### src/rtl/reg_mux.sv
// Parameterised N-to-1 selector with a registered output and a registered copy
// of the select value. Latency is one clock from an edge to out/out_port.
module reg_mux #(
  parameter int                   DATA_SIZE   = 4,
  parameter int                   SELECT_SIZE = 2,
  parameter logic [DATA_SIZE-1:0] RESET_VALUE = '0
) (
  input  logic                   clk,
  input  logic                   rst_n,
  input  logic                   en,
  input  logic [SELECT_SIZE-1:0] port,
  input  logic [DATA_SIZE-1:0]   in [2**SELECT_SIZE-1:0],
  output logic [DATA_SIZE-1:0]   out,
  output logic [SELECT_SIZE-1:0] out_port
);

  localparam int NUM_IN = 2**SELECT_SIZE;

  logic [DATA_SIZE-1:0]   sel_p0;
  logic [DATA_SIZE-1:0]   out_p1;
  logic [SELECT_SIZE-1:0] port_p1;

  // Stage p0: select the addressed word; every encoding of port maps to an input
  always_comb begin
    sel_p0 = in[0];
    for (int k = 1; k < NUM_IN; k++) begin
      if (port == SELECT_SIZE'(k)) sel_p0 = in[k];
    end
  end

  // Stage p1: capture on enable, asynchronous clear to the reset value
  always_ff @(posedge clk or negedge rst_n) begin
    if (!rst_n) begin
      out_p1  <= RESET_VALUE;
      port_p1 <= '0;
    end else if (en) begin
      out_p1  <= sel_p0;
      port_p1 <= port;
    end
  end

  assign out      = out_p1;
  assign out_port = port_p1;

endmodule

### config.mk
export PLATFORM = sky130hd
export DESIGN_NAME = reg_mux
export DESIGN_NICKNAME = d
export VERILOG_FILES = /design/src/rtl/reg_mux.sv
export SDC_FILE = /design/constraint.sdc
export NUM_CORES = 1
export LEC_CHECK = 0
export BUFFER_PORTS_ARGS = -buffer_cell sky130_fd_sc_hd__buf_2
export CAP_MARGIN = 25
export CORE_AREA = 3 3 40 42
export DETAILED_ROUTE_END_ITERATION = 10
export DIE_AREA = 0 0 43 45
export HOLD_SLACK_MARGIN = 0.03
export SKIP_CTS_REPAIR_TIMING = 1
export SYNTH_ARGS = -nofsm -noshare
export SYNTH_HDL_FRONTEND = slang
export SYNTH_SLANG_ARGS = --single-unit
export TNS_END_PERCENT = 5
### constraint.sdc
create_clock -name clk -period 0.9 [get_ports clk]
set_input_delay 0.27 -clock clk [delete_from_list [all_inputs] [get_ports clk]]
set_output_delay 0.27 -clock clk [all_outputs]
set_load 0.02 [all_outputs]
==> results_dict.tcl <==
set metrics [dict create \
    avgSynthCellArea_um2 11.84 \
    syn_to_final_growth_pct 61.51 \
    first_pass_iters 4 \
    grt_pass1_wl_mm 1.366 \
    min_period_ns 1.039 \
    root_buffer "clkbuf_4" \
    dp_hpwl_um 706.8 \
    remaining_drc_errors 0 \
    p_leak_nw 0.2877 \
    crit_family "flip-flops" \
    clk_latency_ns 0.24 \
    end_kind "output pin" \
    violations "negative setup slack" \
    grt_pass1_vias 326 \
    syn_nets 49 \
    die_x_um 43 \
    worstMarginPinSlew_ns 0.2459 \
    rsz0062_at_grt "true" \
    start_kind "flop" \
    critPathRequiredTime_ns 0.63 \
    max_slew_margin_pct 83.61 \
    portBuffers 26 \
    synth_compound_area_share_pct 12.08 \
    ys_ff_latch 6 \
    ff_latch_area_um2 150.1 \
    cts_buffers 3 \
    synth_top_family_by_area "multiplexers" \
    power.total_mw 0.7955 \
    drt-total-wl_um 885 \
    maxSlewViolCount 0 \
    fin_crit_sh_pct 115.5 \
    synthCells 28 \
    vias 327 \
    final_hold_viol_count 0 \
    die_area_um2 1935 \
    antennaDiodeCount 0 \
    setup_violations 6 \
    die_h_um 45 \
    crit_fanout 2 \
    seq_area_frac_synth_pct 45.28 \
    final_cell_mix "buf_2, mux2i_1, dfrtp_1" \
    vdd_ir_drop_max_mv 1.038 \
    synth-simple-area-share_pct 10.57 \
    status "finished with violations" \
    io_pins 27 \
    core_area_um2 1285 \
    drt-initial-drc-count 1 \
    yosys_warnings 0 \
    wire_per_inst_um 11.96 \
    rows 13 \
    slowest_delay_ns 0.39 \
    slowest_stage "dfrtp_1" \
    fin_nets 82 \
    synth_xor_area_share_pct 0 \
    cp.arrival_ns 0.77 \
    path_buf_inv 1 \
    mostFrequentLayoutCell "buf_2" \
    clkSinkCount 6 \
    start_util_pct 25.80 \
    gp_congestion 0.6858 \
    syn-cell-area_um2 331.6 \
    fin_skew_ns 0 \
    synth.area.mux_share_pct 27.55 \
    final_layout_size_suffix_gt1_share_pct 54.24 \
    max_freq_ghz 0.9620 \
    worstPathCellList "buf_6" \
    clkTransAtPathRegs_ns 0.05 \
    fillers 132 \
    ant_nets 0 \
    htreeDepth 1 \
    multi_input_area_um2 166.4 \
    maxCapViolations 0 \
    grt_overflow_total 0 \
    setup_slack_ns -0.1395 \
    cts_tree "done" \
    track_usage_pct 10.15 \
    grt_max_degree 10 \
    ys_types 9 \
    hold_class "primary input to flop" \
    crit_type "flop to output pin" \
    power.density_nw_per_um2 1485 \
    avgViaCountPerCell 4.419 \
    synthAdderAreaFrac_pct 0 \
    antenna_found_initial 0 \
    clockBufferDepth 2 \
    whs_ns 0.3246 \
]
registers in the layout, summed over array words and instances, names as in the netlist:
name / flops
out: 4
out_port: 2
synthesized netlist by cell type:
cell type / n / area share, %
mux2i_1: 8 / 24
dfrtp_1: 6 / 45
nand2b_1: 5 / 9.4
o221ai_1: 4 / 11
buf_6: 1 / 3.4
inv_1: 1 / 1.1
mux2_2: 1 / 3.4
nand2_1: 1 / 1.1
o21ai_0: 1 / 1.5
stage by stage:
stage	cells	util, %	setup TNS [ns]	area (µm²)	setup WS [ns]
after global routing	74	41.67	-1.027	535.5	-0.1782
after CTS	71	38.27	-0.9183	491.7	-0.1666
after global placement	68	36.51	-0.3264	469.2	-0.09151
after floorplan	28	-	0	331.6	0.07399
final	74	41.67	-0.7882	535.5	-0.1395
after detailed placement	68	36.51	-0.4358	469.2	-0.1213
layer usage:
layer / part of all wire (%) / up-vias / global-route usage (%)
met5: 0 / - / 0
met4: 0 / 0 / 3.614
met3: 7.9 / 0 / 7.968
met2: 51 / 13 / 14.97
met1: 41 / 144 / 11.08
li1: - / 170 / -
layout make-up:
cell class / instances / share of cell area (%)
repair buffers: 29 / 32.48
multi-input cells: 20 / 31.07
flip-flops and latches: 6 / 28.04
clock buffers: 3 / 4.206
well taps: 15 / 3.505
inverters: 1 / 0.7009
final timing paths:
kind,startpoint,depth (start not counted),endpoint,slack (ns)
setup / recovery,out[1]$_DFFE_PN0P_,1,out[1],-0.14
hold / removal,en,2,out_port[1]$_DFFE_PN0P_,0.32
setup reg to reg,out[0]$_DFFE_PN0P_,3,out[0]$_DFFE_PN0P_,0.10
hold reg to reg,out[3]$_DFFE_PN0P_,2,out[3]$_DFFE_PN0P_,0.49
max in group asynchronous,rst_n,2,out_port[0]$_DFFE_PN0P_,0.34
min in group asynchronous,rst_n,2,out[3]$_DFFE_PN0P_,0.40
kinds of logic (layout without fill, tap and decap cells):
group,Yosys count,in the layout
simple gates,6,6
mux,9,9
buf+inv,2,33
compound gates,5,5
flops,6,6
power by group:
part           switching, mW  total, mW  internal [mW]
combinational          0.108      0.231          0.123
sequential            0.0178      0.320          0.302
clock                 0.0936      0.244          0.151
total                  0.220      0.795          0.576
Note: power is estimated with default switching activity, not from simulation.
